`src/rtl/conv_accumulator_if.sv`:
```
// Purpose: term-in / result-out bundle between the multiplier, accumulator and feature-map writer.
// Latency: none (wires only).
// Backpressure: in_ready stalls the producer; out_ready stalls the result.
interface conv_accumulator_if #(
    parameter int WIDTH = 16
);
    logic             in_valid;
    logic             in_ready;
    logic [WIDTH-1:0] in_product;
    logic [WIDTH-1:0] bias;
    logic             relu_en;
    logic             out_valid;
    logic             out_ready;
    logic [WIDTH-1:0] out_data;
    logic             out_sat;

    // Producer/consumer side: drives terms and out_ready, observes results.
    modport master (
        output in_valid, in_product, bias, relu_en, out_ready,
        input  in_ready, out_valid, out_data, out_sat
    );

    // Accumulator side.
    modport slave (
        input  in_valid, in_product, bias, relu_en, out_ready,
        output in_ready, out_valid, out_data, out_sat
    );
endinterface

```
`src/rtl/conv_accumulator.sv`:
```
// Purpose: sums KERNEL_LEN Q8.8 products plus a per-window bias, saturates, optional ReLU.
// Latency: last term accepted in cycle t -> out_valid high in cycle t+2.
// Backpressure: in_ready is low outside ACCUM; the result is held while out_ready is low.
module conv_accumulator #(
    parameter int WIDTH      = 16,
    parameter int DECIMAL    = 8,
    parameter int KERNEL_LEN = 9,
    parameter int GUARD      = 4
) (
    input  logic                 clk,
    input  logic                 reset,
    conv_accumulator_if.slave    bus
);
    localparam int ACC_WIDTH = WIDTH + GUARD;
    localparam int SUM_WIDTH = ACC_WIDTH + 1;
    localparam int CNT_WIDTH = (KERNEL_LEN > 1) ? $clog2(KERNEL_LEN) : 1;

    localparam logic [CNT_WIDTH-1:0]        LAST_TERM = CNT_WIDTH'(KERNEL_LEN - 1);
    localparam logic signed [SUM_WIDTH-1:0] POS_MAX   = SUM_WIDTH'((2 ** (WIDTH - 1)) - 1);
    localparam logic signed [SUM_WIDTH-1:0] NEG_MIN   = SUM_WIDTH'(-(2 ** (WIDTH - 1)));

    // Guard bits must cover the worst-case growth of KERNEL_LEN terms; the Q point must fit.
    if (KERNEL_LEN < 1 || KERNEL_LEN > 2 ** GUARD || DECIMAL >= WIDTH) begin : g_bad_params
        $error("conv_accumulator: illegal parameter combination");
    end

    typedef enum logic [1:0] {
        ACCUM  = 2'd0,
        FINISH = 2'd1,
        OUT    = 2'd2
    } state_t;

    state_t                        state;
    state_t                        state_nxt;
    logic [CNT_WIDTH-1:0]          count;
    logic signed [ACC_WIDTH-1:0]   acc;
    logic [WIDTH-1:0]              bias_q;
    logic                          relu_q;
    logic                          out_valid_q;
    logic [WIDTH-1:0]              out_data_q;
    logic                          out_sat_q;

    logic                          accept;
    logic signed [ACC_WIDTH-1:0]   prod_ext;
    logic signed [SUM_WIDTH-1:0]   sum;
    logic [WIDTH-1:0]              clip_data;
    logic                          clip_sat;
    logic [WIDTH-1:0]              res_data;

    assign bus.in_ready  = (state == ACCUM);
    assign bus.out_valid = out_valid_q;
    assign bus.out_data  = out_data_q;
    assign bus.out_sat   = out_sat_q;

    assign accept   = bus.in_valid & bus.in_ready;
    assign prod_ext = {{GUARD{bus.in_product[WIDTH-1]}}, bus.in_product};
    // One extra bit so adding the bias to a full guard-width sum can never wrap.
    assign sum      = {acc[ACC_WIDTH-1], acc} + {{(SUM_WIDTH - WIDTH){bias_q[WIDTH-1]}}, bias_q};

    // State register.
    always_ff @(posedge clk) begin
        if (reset) begin
            state <= ACCUM;
        end else begin
            state <= state_nxt;
        end
    end

    // Next state: window complete -> one finish cycle -> hold until the writer takes it.
    always_comb begin
        state_nxt = state;
        case (state)
            ACCUM:   if (accept && count == LAST_TERM) state_nxt = FINISH;
            FINISH:  state_nxt = OUT;
            OUT:     if (bus.out_ready) state_nxt = ACCUM;
            default: state_nxt = ACCUM;
        endcase
    end

    // Saturate to WIDTH bits first, then ReLU; the sat flag reflects the clamp only.
    always_comb begin
        clip_data = sum[WIDTH-1:0];
        clip_sat  = 1'b0;
        if (sum > POS_MAX) begin
            clip_data = {1'b0, {(WIDTH - 1){1'b1}}};
            clip_sat  = 1'b1;
        end else if (sum < NEG_MIN) begin
            clip_data = {1'b1, {(WIDTH - 1){1'b0}}};
            clip_sat  = 1'b1;
        end
        res_data = (relu_q && clip_data[WIDTH-1]) ? '0 : clip_data;
    end

    // Datapath: accumulate terms, latch per-window controls, register and hold the result.
    always_ff @(posedge clk) begin
        if (reset) begin
            count       <= '0;
            acc         <= '0;
            bias_q      <= '0;
            relu_q      <= 1'b0;
            out_valid_q <= 1'b0;
            out_data_q  <= '0;
            out_sat_q   <= 1'b0;
        end else begin
            case (state)
                ACCUM: begin
                    if (accept) begin
                        if (count == '0) begin
                            // First term restarts the sum and captures the window's controls.
                            acc    <= prod_ext;
                            bias_q <= bus.bias;
                            relu_q <= bus.relu_en;
                        end else begin
                            acc <= acc + prod_ext;
                        end
                        count <= (count == LAST_TERM) ? '0 : count + 1'b1;
                    end
                end
                FINISH: begin
                    out_valid_q <= 1'b1;
                    out_data_q  <= res_data;
                    out_sat_q   <= clip_sat;
                end
                OUT: begin
                    if (bus.out_ready) begin
                        out_valid_q <= 1'b0;
                        acc         <= '0;
                    end
                end
                default: begin
                    out_valid_q <= 1'b0;
                end
            endcase
        end
    end
endmodule

```
`src/flat_wrapper.sv`:
```
// flat-port wrapper written by rule: the top's interface ports become plain ports
module conv_accumulator_flat 
#(
    parameter int WIDTH      = 16,
    parameter int DECIMAL    = 8,
    parameter int KERNEL_LEN = 9,
    parameter int GUARD      = 4
)
  (clk, reset, bus_in_valid, bus_in_product, bus_bias, bus_relu_en, bus_out_ready, bus_in_ready, bus_out_valid, bus_out_data, bus_out_sat);
  conv_accumulator_if #(.WIDTH(WIDTH)) bus_i ();
  input  logic clk;
  input  logic reset;
  input wire logic [$bits(bus_i.in_valid)-1:0] bus_in_valid;
  input wire logic [$bits(bus_i.in_product)-1:0] bus_in_product;
  input wire logic [$bits(bus_i.bias)-1:0] bus_bias;
  input wire logic [$bits(bus_i.relu_en)-1:0] bus_relu_en;
  input wire logic [$bits(bus_i.out_ready)-1:0] bus_out_ready;
  output wire logic [$bits(bus_i.in_ready)-1:0] bus_in_ready;
  output wire logic [$bits(bus_i.out_valid)-1:0] bus_out_valid;
  output wire logic [$bits(bus_i.out_data)-1:0] bus_out_data;
  output wire logic [$bits(bus_i.out_sat)-1:0] bus_out_sat;
  assign bus_i.in_valid = bus_in_valid;
  assign bus_i.in_product = bus_in_product;
  assign bus_i.bias = bus_bias;
  assign bus_i.relu_en = bus_relu_en;
  assign bus_i.out_ready = bus_out_ready;
  assign bus_in_ready = bus_i.in_ready;
  assign bus_out_valid = bus_i.out_valid;
  assign bus_out_data = bus_i.out_data;
  assign bus_out_sat = bus_i.out_sat;
  conv_accumulator #(.WIDTH(WIDTH), .DECIMAL(DECIMAL), .KERNEL_LEN(KERNEL_LEN), .GUARD(GUARD)) u_core (.clk(clk), .reset(reset), .bus(bus_i));
endmodule
```
`config.mk`:
```
export PLATFORM = sky130hd
export DESIGN_NAME = conv_accumulator_flat
export DESIGN_NICKNAME = d
export VERILOG_FILES = /design/src/rtl/conv_accumulator_if.sv /design/src/rtl/conv_accumulator.sv /design/src/flat_wrapper.sv
export SDC_FILE = /design/constraint.sdc
export NUM_CORES = 1
export LEC_CHECK = 0
export CAP_MARGIN = 20
export CORE_MARGIN = 2
export CORE_UTILIZATION = 42
export DETAILED_ROUTE_END_ITERATION = 7
export PLACE_DENSITY = 0.71
export SKIP_LAST_GASP = 1
export SLEW_MARGIN = 20
export SYNTH_ARGS = -nofsm -noshare
export SYNTH_HDL_FRONTEND = slang
export SYNTH_SLANG_ARGS = --single-unit
```
`constraint.sdc`:
```
create_clock -name clk -period 3.4 [get_ports clk]
set_input_delay 0.85 -clock clk [delete_from_list [all_inputs] [get_ports clk]]
set_output_delay 0.85 -clock clk [all_outputs]
set_load 0.1 [all_outputs]
```
# ---- Word-level counts from Yosys, hierarchy flattened
# Index checks and enable logic that the tools add are counted.
dict set report totals {
  regBits 61
  inputBits 37
  out_inout_bits 19
  word_cells 46
}
dict set report op_classes {
  add_sub_neg 3
  magnitude_cmp 2
  n_eq_ne 6
  muxes 15
  n_bitwise 2
  n_reduce_logical 10
}
# op n
set op_table {}
lappend op_table {{2-to-1 mux 20 bit} 3}
lappend op_table {{2-to-1 mux 16 bit} 3}
lappend op_table {{case mux 20 bit (2 select lines)} 1}
lappend op_table {{adder 20 x 16 -> 21 bit} 1}
lappend op_table {{greater-than comparator 21 x 16 -> 1 bit, second input constant} 1}
lappend op_table {{less-than comparator 21 x 16 -> 1 bit, second input constant} 1}
lappend op_table {{adder 20 x 16 -> 20 bit} 1}
lappend op_table {{!= test 2 bit, second input constant} 3}
lappend op_table {{case mux 2 bit (3 select lines)} 1}
lappend op_table {{AND reduction 2 bit} 3}
lappend op_table {{AND reduction 3 bit} 2}
lappend op_table {{adder 4 x 1 -> 4 bit, second input constant} 1}
lappend op_table {{== test 4 bit, second input constant} 1}
lappend op_table {{zero test 4 bit} 1}
lappend op_table {{2-to-1 mux 2 bit} 2}
lappend op_table {{2-to-1 mux 4 bit} 1}
lappend op_table {{2-to-1 mux 1 bit} 3}
lappend op_table {{case mux 1 bit (3 select lines)} 1}
lappend op_table {{== test 2 x 1 -> 1 bit, second input constant} 1}
lappend op_table {{== test 2 bit, second input constant} 1}
lappend op_table {{logical AND 1 bit} 2}
lappend op_table {{zero test 2 bit} 1}
lappend op_table {{nonzero test 2 bit} 1}
lappend op_table {{AND 1 bit} 1}
lappend op_table {{inverter 1 bit} 1}

# ---- Longest topological paths before layout
# Gate-level depths: netlist of the first run.
dict set report depth {
  ltp_word 6
  depth_mapped 13
  ltp_nobuf 12
}

# ---- Least setup slack after synthesis of the first run
# No wires, ideal clock.
dict set report synth_path {
  path_kind {input-to-reg}
  from {input port bus_in_product[1]}
  to {register u_core.acc[19]}
  setup_ns 0.128
  arrival_time_ns 2.820
  required_time_ns 3.272
  slack_ns 0.452
  path_stages 10
  n_path_buf 0
  path_cell_list {ha_1 a211oi_1 o21ai_1 a41oi_1 o21ai_1 o21a_1 a41o_1 a21oi_1 mux2i_1 nor2_1}
}
dict set report synth_via {
  elab_chain_cells 4
}
# item line
set synth_lines {}
lappend synth_lines {{start, declared} flat_wrapper.sv:14} ;# input wire logic [$bits(bus_i.in_product)-1:0] bus_in_product;
lappend synth_lines {{adder 20 x 16 -> 20 bit} conv_accumulator.sv:114} ;# acc <= acc + prod_ext;
lappend synth_lines {{2-to-1 mux 20 bit} conv_accumulator.sv:108} ;# if (count == '0) begin
lappend synth_lines {{2-to-1 mux 20 bit} conv_accumulator.sv:107} ;# if (accept) begin
lappend synth_lines {{case mux 20 bit (2 select lines)} conv_accumulator.sv:105} ;# case (state)
lappend synth_lines {{end signal, assigned} conv_accumulator.sv:110} ;# acc <= prod_ext;
lappend synth_lines {{end signal, assigned} conv_accumulator.sv:114}
lappend synth_lines {{end, declared} conv_accumulator.sv:36} ;# logic signed [ACC_WIDTH-1:0] acc;
# No other way between the ends. The select of a mux whose other input is x is not followed.
# A chain may end at the register's enable or synchronous reset.

# ---- Worst setup path in the final report of the first run
# Ends and elaborated chain as after synthesis.

==> results of run 1 <==
-- worst max-delay path, delay by kind of cell --
kind	cells	cell delay, ps
buf+inv	2	600
simple gates	1	60
fa+ha+maj	1	340
mux	1	200
compound gates	7	1410
-- kinds of logic after synthesis --
logic type / count (synthesis) / share of synthesized area, %
compound gates: 175 / 27.90
xor+xnor: 30 / 6.163
fa+ha+maj: 43 / 12.61
buf+inv: 37 / 4.194
flops: 61 / 27.85
mux: 4 / 0.9130
simple gates: 189 / 20.37
-- final cells by class --
cell class | instances | share of cell area, %
multi-input combinational | 441 | 56.07
clock buffer | 11 | 2.826
sequential | 61 | 22.79
clock inverter | 5 | 1.985
inverter | 13 | 0.9108
tap | 136 | 3.176
timing repair buffer | 76 | 12.24
-- flip-flops by register name (all words and copies together), names as in the netlist --
register,count
u_core.count,4
u_core.state,2
u_core.bus.out_data,16
u_core.bus.out_valid,1
u_core.relu_q,1
u_core.bias_q,16
u_core.bus.out_sat,1
u_core.acc,20
-- synthesized netlist by cell type, types with 6 or more instances --
cell type / count
o21ai_0: 26
and3_1: 6
nor2_1: 49
o22ai_1: 6
a22oi_1: 14
nand3_1: 8
dfxtp_1: 61
a21oi_1: 49
a21o_1: 12
ha_1: 41
clkbuf_1: 16
xor2_1: 11
nand2b_1: 8
a211oi_1: 6
nor3_1: 11
inv_1: 13
and2_1: 7
xnor2_1: 18
a221o_1: 13
nand2_1: 74
-- stage by stage --
stage / cell area [um2] / worst slack [ps] / hold WS (ps) / util, %
5_1_grt: 5358 / -10.98 / 478.1 / 52.37
3_3_place_gp: 5076 / -266.9 / 448.3 / 49.61
2_1_floorplan: 4385 / 452.3 / 440.6 / -
4_1_cts: 5334 / 23.27 / 462.0 / 52.13
6_report: 5358 / 173.7 / 462.9 / 52.37
3_5_place_dp: 5076 / -335.6 / 452.2 / 49.61
-- placed cells by master (no fill, tap or decap), drive strengths merged, types with 12 or more instances in the layout --
cell	n
a21o	14
a21oi	53
a221o	13
a22oi	14
buf	41
clkdlybuf4s50	35
dfxtp	61
ha	41
inv	13
nand2	75
nor2	49
nor3	12
o21ai	31
xnor2	18
xor2	12
-- layer usage --
metal / vias up / GRT usage [%]
met2: 101 / 33.47
met4: 0 / 8.929
met5: - / 0
met1: 1899 / 26.94
met3: 23 / 3.004
li1: 2101 / -
-- power groups by stage --
| stage | sequential [mW] | clock, mW | combinational [mW] |
|---|---|---|---|
| 2_1_floorplan | 0.790 | 0 | 0.434 |
| 3_3_place_gp | 0.805 | 0 | 0.575 |
| 3_5_place_dp | 0.806 | 0 | 0.593 |
| 4_1_cts | 0.790 | 0.841 | 0.596 |
| 5_1_grt | 0.796 | 0.884 | 0.673 |
| 6_report | 0.792 | 0.837 | 0.606 |
-- worst max-delay path by stage --
stage | start | slack, ps | end
after floorplan | bus_in_product[1] | 450 | u_core.acc[19]$_SDFFE_PP0P_
after global placement | bus_in_product[0] | -270 | u_core.acc[18]$_SDFFE_PP0P_
after detailed placement | bus_in_product[0] | -340 | u_core.acc[18]$_SDFFE_PP0P_
after CTS | bus_in_product[0] | 20 | u_core.acc[18]$_SDFFE_PP0P_
after global routing | bus_in_product[0] | -10 | u_core.acc[18]$_SDFFE_PP0P_
final | bus_in_product[1] | 170 | u_core.acc[19]$_SDFFE_PP0P_
==> results_dict.tcl, run 1 <==
set metrics [dict create \
    multi_input_area_mm2 0.003004 \
    clock_skew_ps 16.16 \
    ant_nets 0 \
    layout-drive-gt1-share_pct 14.33 \
    maxCapViolations 0 \
    vias 4124 \
    total_power_mw 2.234 \
    top_layer_used "met4" \
    route.met2.wl_um 5407 \
    viasPerCell 5.550 \
    min_from "u_core.bias_q[12]$_SDFFE_PP0P_" \
    nFillCells 958 \
    required_ps 3630 \
    slowest_stage "clkdlybuf4s50_1" \
    area_growth_pct 22.17 \
    hold_class "flip-flop to flip-flop" \
    reg2reg_from "u_core.acc[0]$_SDFFE_PP0P_" \
    synth_top_area_cell "dfxtp_1" \
    grt_pass1_vias 3950 \
    io_buffers 55 \
    wl_met1_um 5174 \
    status "finished, final reports clean" \
    leakage_nw 2.366 \
    postRouteWirelength_um 11200 \
    die_x_um 106.2 \
    critical_path.max_fanout 3 \
    ios 56 \
    synth.avg_cell_area_um2 8.136 \
    min_to "u_core.bias_q[12]$_SDFFE_PP0P_" \
    path_cells "clkdlybuf4s50_1 > ha_1 > a211oi_2 > o21ai_1 > a41oi_1 > buf_4 > o21ai_1 > o21a_1 > a41o_1 > a21oi_2 > mux2i_1 > nor2_1" \
    critPathKind "input port to flip-flop" \
    grt_max_degree 33 \
    htreeDepth 3 \
    cts_resized 0 \
    placementRows 37 \
    fin_setup_tns_ps 0 \
    finalSetupViolCount 0 \
    ys_seq_area_share_pct 27.85 \
    fin_crit_sh_pct 94.89 \
    ys.flop_type "dfxtp_1" \
    comb_power_share_pct 27.1 \
    die_y_um 106.2 \
    wl_per_cell_um 15.07 \
    clk_latency_ps 360 \
    clkPwrFrac_pct 37.4 \
    grt_pass1_wl_um 18750 \
    reg2reg_depth 11 \
    dp.cells 727 \
    ys_ff_latch 61 \
    cts_made_buffers 9 \
    grt_usage_pct 20.53 \
    synth_cell_types 69 \
    wl_met3_um 373 \
    sw_frac_of_total_pct 30.62 \
    post-route-drc-count 0 \
    cp_slowest_stage_delay_ps 450 \
    peakVddDrop_mv 0.1895 \
    rsz0062_at_grt "yes" \
    dieArea_mm2 0.01128 \
    cpMostUsedCell "o21ai_1" \
    slew_headroom_pct 43.19 \
    crit_arrival_ps 3460 \
    netlist_instances 539 \
    final-hold-violation-count 0 \
    yosysWarningCount 0 \
    clk_root_buffer_cell "clkbuf_8" \
    synth_edf_count 0 \
    numClockSinks 61 \
    whs_path_depth 2 \
    path_clk_slew_ps 70 \
    drt_iter0_drc 302 \
    antenna_cells 0 \
    end_kind "flip-flop" \
    dp_hpwl_um 8674 \
    cts_tree "done" \
    synthArstFlopShare_pct 0 \
    cts_setup_buffers 0 \
    rrSetupSlack_ps 290 \
    floorplan.initialDensity_pct 42.86 \
    ff_latch_area_mm2 0.001221 \
    drt_first_pass_iters 5 \
    synth_nets 619 \
    cts_buffer_depth 2 \
    fin_nets 682 \
    gp_congestion 0.8561 \
    internal-power_mw 1.550 \
    synth_top_area_share_pct 27.85 \
    power_density_mw_per_mm2 417.0 \
    fmax_mhz 310.0 \
    synth.area.top_cells "dfxtp_1 (28%), ha_1 (12%), nand2_1 (6.3%), a21oi_1 (5.6%), nor2_1 (4.2%)" \
    syn_area_mm2 0.004385 \
    core_area_mm2 0.01023 \
    start_kind "input port" \
    reg2reg_to "u_core.bus.out_data[0]$_SDFFE_PP0P_" \
    grt_overflow 0 \
    period_needed_ps 3226 \
    drv_slew 0 \
    pwr-share-seq_pct 35.4 \
    fin_cells 743 \
    antenna_found_initial 0 \
    worst_pin_slew_ps 849.1 \
    hold_buffers 0 \
    p_switching_uw 684.2 \
]
Power figures use the tool's default switching activity.
==> inputs of run 2 (changes only) <==
--- a/config.mk
+++ b/config.mk
@@ -9,7 +9,7 @@
 export CORE_MARGIN = 2
 export CORE_UTILIZATION = 42
 export DETAILED_ROUTE_END_ITERATION = 7
-export PLACE_DENSITY = 0.71
+export PLACE_DENSITY = 0.74
 export SKIP_LAST_GASP = 1
 export SLEW_MARGIN = 20
 export SYNTH_ARGS = -nofsm -noshare
==> constraint.sdc (replaced) <==
create_clock -name clk -period 2.6 [get_ports clk]
set_input_delay 0.65 -clock clk [delete_from_list [all_inputs] [get_ports clk]]
set_output_delay 0.65 -clock clk [all_outputs]
set_load 0.1 [all_outputs]
==> results_dict.tcl, run 2 (synthesis results as in run 1) <==
set metrics [dict create \
    final-hold-violation-count 0 \
    leakage_nw 2.873 \
    crit_arrival_ps 2980 \
    hold_class "flip-flop to flip-flop" \
    nFillCells 808 \
    drv_slew 0 \
    ios 56 \
    clock_skew_ps 10.04 \
    ff_latch_area_mm2 0.001231 \
    grt_overflow 0 \
    critical_path.max_fanout 7 \
    postRouteWirelength_um 13610 \
    path_clk_slew_ps 80 \
    gp_congestion 0.8709 \
    dp_hpwl_um 9101 \
    drt_first_pass_iters 6 \
    placementRows 37 \
    core_area_mm2 0.01023 \
    fin_nets 775 \
    dieArea_mm2 0.01128 \
    wl_per_cell_um 16.30 \
    dp.cells 794 \
    final_core_util_pct 61.91 \
    cts_made_buffers 9 \
    io_buffers 55 \
    area_growth_pct 44.42 \
    multi_input_area_mm2 0.003349 \
    fin_crit_sh_pct 105.1 \
    setup_slack_ps -131.8 \
    finalSetupViolCount 16 \
    critPathKind "flip-flop to flip-flop" \
    clk_latency_ps 360 \
    regMostFlops "u_core.acc" \
    final_common_cell "buf_4" \
    drt_iter0_drc 251 \
    period_needed_ps 2732 \
    status "finished, violations left" \
    die_x_um 106.2 \
    peakVddDrop_mv 0.2357 \
    vias 4701 \
    grt_usage_pct 23.10 \
    maxCapViolations 0 \
    numClockSinks 61 \
    fin_cells 835 \
    pre_cts_slack_ps -760.1 \
    layout-drive-gt1-share_pct 32.76 \
    fmax_mhz 366.1 \
    required_ps 2840 \
    layout_common_cells "buf_4 (128), nand2_1 (74), dfxtp_1 (53)" \
    start_kind "flip-flop" \
    slew_headroom_pct 64.58 \
    fin_setup_tns_ps -1480 \
    floorplan.initialDensity_pct 42.86 \
    largest_reg_flops 20 \
    grt_pass1_wl_um 20880 \
    ant_nets 0 \
    worst_pin_slew_ps 527.3 \
    rsz0062_at_grt "yes" \
    end_kind "flip-flop" \
    viasPerCell 5.630 \
    violations "negative setup slack" \
    htreeDepth 3 \
    clk_root_buffer_cell "clkbuf_8" \
    grt_max_degree 37 \
    post-route-drc-count 0 \
    die_y_um 106.2 \
    grt_pass1_vias 4477 \
    cts_buffer_depth 2 \
    cts_tree "done" \
    power_density_mw_per_mm2 471.8 \
    antenna_found_initial 0 \
    antenna_cells 0 \
]
[run 2: cell count changes in the layout (fill, tap and decap cells not counted), moves of 4 or more]
| cell | before | now |
|---|---|---|
| dfxtp_1 | 61 | 53 |
| buf_4 | 40 | 128 |
| a21oi_1 | 48 | 43 |
| nor2_1 | 49 | 45 |
| ha_4 | 0 | 12 |
| dfxtp_2 | 0 | 8 |
| ha_1 | 40 | 27 |
| clkdlybuf4s50_1 | 35 | 28 |
| dlymetal6s2s_1 | 0 | 4 |
| a21oi_2 | 5 | 9 |
[run 2: layout make-up]
type	instances	share of cell area, %
Clock inverter	3	0.3161
Clock buffer	12	2.608
Tap cell	136	2.687
Inverter	13	0.7704
Sequential cell	61	19.44
Timing Repair Buffer	167	21.30
Multi-Input combinational cell	443	52.88
[run 2: power by group]
group          switching [mW]  internal [mW]
combinational           0.560          0.562
sequential             0.0530          0.985
clock                   0.411          0.417
[run 2: critical path, cell delays in order (launching register included)]
cell	delay, ps
dfxtp_1	440
ha_4	250
o211ai_2	190
a21oi_4	60
nor3b_4	260
o211ai_1	180
and3_1	270
or2_4	290
a32o_2	330
a221o_1	330
[run 2: final timing paths]
kind	from	end	slack, ps	cells after the start
max reg2reg	u_core.acc[3]$_SDFFE_PP0P_	u_core.bus.out_data[1]$_SDFFE_PP0P_	-130	9
max	u_core.acc[3]$_SDFFE_PP0P_	u_core.bus.out_data[1]$_SDFFE_PP0P_	-130	9
min reg2reg	u_core.bias_q[6]$_SDFFE_PP0P_	u_core.bias_q[6]$_SDFFE_PP0P_	460	2
min	u_core.bias_q[6]$_SDFFE_PP0P_	u_core.bias_q[6]$_SDFFE_PP0P_	460	2
[run 2: layer usage]
layer	up-vias	track usage, %	wire (um)
li1	2289	-	-
met1	2180	28.79	5814
met2	190	39.10	6665
met3	42	3.372	706
met4	0	10.90	425
met5	-	0	0
[run 2: metrics by stage]
step | cell area, um2 | hold slack, ps | total power [mW]
2_1_floorplan | 4438 | 440.6 | 1.610
3_3_place_gp | 5632 | 448.9 | 1.957
6_report | 6334 | 461.7 | 2.988
4_1_cts | 6158 | 462.7 | 2.894
5_1_grt | 6334 | 478.4 | 3.132
3_5_place_dp | 5632 | 450.8 | 1.979
[run 2: repair_timing]
action | 4_1_cts | 5_1_grt
resized for setup | 48 | 25
cloned | 2 | 0
pin swaps | 44 | 43
buffers inserted | 17 | 8
setup endpoints to repair | 26 | 26
hold buffers | 0 | 0
hold endpoints to repair | 0 | 0
==> inputs of run 3 (changes only) <==
--- a/config.mk
+++ b/config.mk
@@ -7,9 +7,9 @@
 export LEC_CHECK = 0
 export CAP_MARGIN = 20
 export CORE_MARGIN = 2
-export CORE_UTILIZATION = 42
+export CORE_UTILIZATION = 35
 export DETAILED_ROUTE_END_ITERATION = 7
-export PLACE_DENSITY = 0.74
+export PLACE_DENSITY = 0.65
 export SKIP_LAST_GASP = 1
 export SLEW_MARGIN = 20
 export SYNTH_ARGS = -nofsm -noshare
==> results_dict.tcl, run 3 (synthesis results as in run 1) <==
set metrics [dict create \
    drt_iter0_drc 277 \
    worst_pin_slew_ps 569.3 \
    die_y_um 115.9 \
    postRouteWirelength_um 13600 \
    grt_pass1_wl_um 21020 \
    violations "negative setup slack" \
    gp_congestion 0.8717 \
    required_ps 2810 \
    status "finished, violations left" \
    clk_root_buffer_cell "clkbuf_16" \
    pre_cts_slack_ps -730.5 \
    clock_skew_ps 8.423 \
    dp_hpwl_um 9639 \
    drt_first_pass_iters 6 \
    fmax_mhz 363.9 \
    hold_slack_ps 461.9 \
    path_clk_slew_ps 50 \
    layout-drive-gt1-share_pct 35.43 \
    vias 4604 \
    regMostFlops "u_core.acc" \
    final-hold-violation-count 0 \
    cts_made_buffers 9 \
    place_area_mm2 0.005777 \
    dieArea_mm2 0.01344 \
    numClockSinks 61 \
    period_needed_ps 2748 \
    floorplan.initialDensity_pct 36.21 \
    core_area_mm2 0.01211 \
    rsz0062_at_grt "yes" \
    peakVddDrop_mv 0.3518 \
    internal-power_mw 2.436 \
    cts_buffer_depth 2 \
    cts_tree "done" \
    area_growth_pct 51.93 \
    hold_buffers 0 \
    post-route-drc-count 0 \
    critical_path.max_fanout 7 \
    grt_overflow 0 \
    final_core_util_pct 55.01 \
    final_area_mm2 0.006663 \
    antenna_found_initial 0 \
    grt_max_degree 33 \
    die_x_um 115.9 \
    end_kind "flip-flop" \
    sw_frac_of_total_pct 30.00 \
    grt_usage_pct 19.75 \
    clkPwrFrac_pct 36.6 \
    final_common_cell "buf_4" \
    leakage_nw 2.949 \
    finalSetupViolCount 16 \
    crit_arrival_ps 2960 \
    critPathKind "flip-flop to flip-flop" \
    total_power_mw 3.481 \
    slew_headroom_pct 61.75 \
    antenna_cells 0 \
    wl_per_cell_um 15.66 \
    htreeDepth 3 \
    fin_setup_tns_ps -1743 \
    power_density_mw_per_mm2 522.5 \
    fin_crit_sh_pct 105.7 \
    fin_cells 868 \
    ant_nets 0 \
    layout_common_cells "buf_4 (130), nand2_1 (74), dfxtp_1 (51)" \
    ios 56 \
    comb_power_share_pct 33.3 \
    start_kind "flip-flop" \
    pwr-share-seq_pct 30.0 \
    fin_nets 776 \
    dp.cells 840 \
    largest_reg_flops 20 \
    clk_latency_ps 330 \
    maxCapViolations 0 \
    p_switching_mw 1.044 \
    io_buffers 55 \
    placementRows 40 \
    viasPerCell 5.304 \
    hold_class "flip-flop to flip-flop" \
    setup_slack_ps -148.2 \
    grt_pass1_vias 4382 \
    drv_slew 0 \
]
run 3: cell types whose count changed in the layout (fill, tap and decap cells not counted), sizes merged:
cell | before | now
clkinvlp | 2 | 0
dlygate4sd2 | 1 | 2
clkdlybuf4s15 | 0 | 1
clkdlybuf4s50 | 28 | 26
clkinv | 1 | 3
and2 | 9 | 8
buf | 132 | 135
bufinv | 0 | 2
clkbuf | 14 | 11
run 3: power by group through the flow:
stage | combinational [mW] | sequential, mW | clock (mW)
6_report | 1.16 | 1.05 | 1.28
5_1_grt | 1.26 | 1.05 | 1.34
4_1_cts | 1.04 | 1.03 | 1.29
3_5_place_dp | 0.980 | 1.05 | 0
3_3_place_gp | 0.954 | 1.05 | 0
2_1_floorplan | 0.576 | 1.03 | 0
run 3: metal layers:
| layer | track usage (%) | vias up | wire length (um) |
|---|---|---|---|
| met5 | 0 | - | 0 |
| met2 | 34.42 | 110 | 6878 |
| met4 | 7.857 | 0 | 306 |
| met1 | 24.20 | 2185 | 5857 |
| met3 | 3.400 | 20 | 553 |
| li1 | - | 2289 | - |
run 3: path summary, 6_finish.rpt:
kind         slack, ps                             endpoint                          start  cells after the start
max reg2reg       -150  u_core.bus.out_data[0]$_SDFFE_PP0P_     u_core.acc[0]$_SDFFE_PP0P_                     11
min                460        u_core.bias_q[8]$_SDFFE_PP0P_  u_core.bias_q[8]$_SDFFE_PP0P_                      2
min reg2reg        460        u_core.bias_q[8]$_SDFFE_PP0P_  u_core.bias_q[8]$_SDFFE_PP0P_                      2
max               -150  u_core.bus.out_data[0]$_SDFFE_PP0P_     u_core.acc[0]$_SDFFE_PP0P_                     11
run 3: area by class of cell:
type / instances / area [um2]
Timing Repair Buffer: 169 / 1363
Clock buffer: 10 / 239.0
Fill cell: 1092 / 5449
Clock inverter: 5 / 75.07
Sequential cell: 61 / 1239
Inverter: 13 / 48.80
Tap cell: 168 / 210.2
Multi-Input combinational cell: 442 / 3488
run 3: worst max-delay path: stages (launching register included):
cell and delay [ps]:
dfxtp_4 370, ha_4 130, inv_2 30, fa_2 340, nand2b_4 160, a21oi_4 150
nor3b_4 80, o211ai_1 290, a21oi_2 120, or2_4 270, a32o_2 340, a221o_1 350
run 3: repair_timing:
action                     4_1_cts  5_1_grt
pin swaps                       37       43
gates resized for setup         35       62
buffers inserted                 6        8
cloned                           1        0
setup endpoints to repair       26       26
hold endpoints to repair         0        0
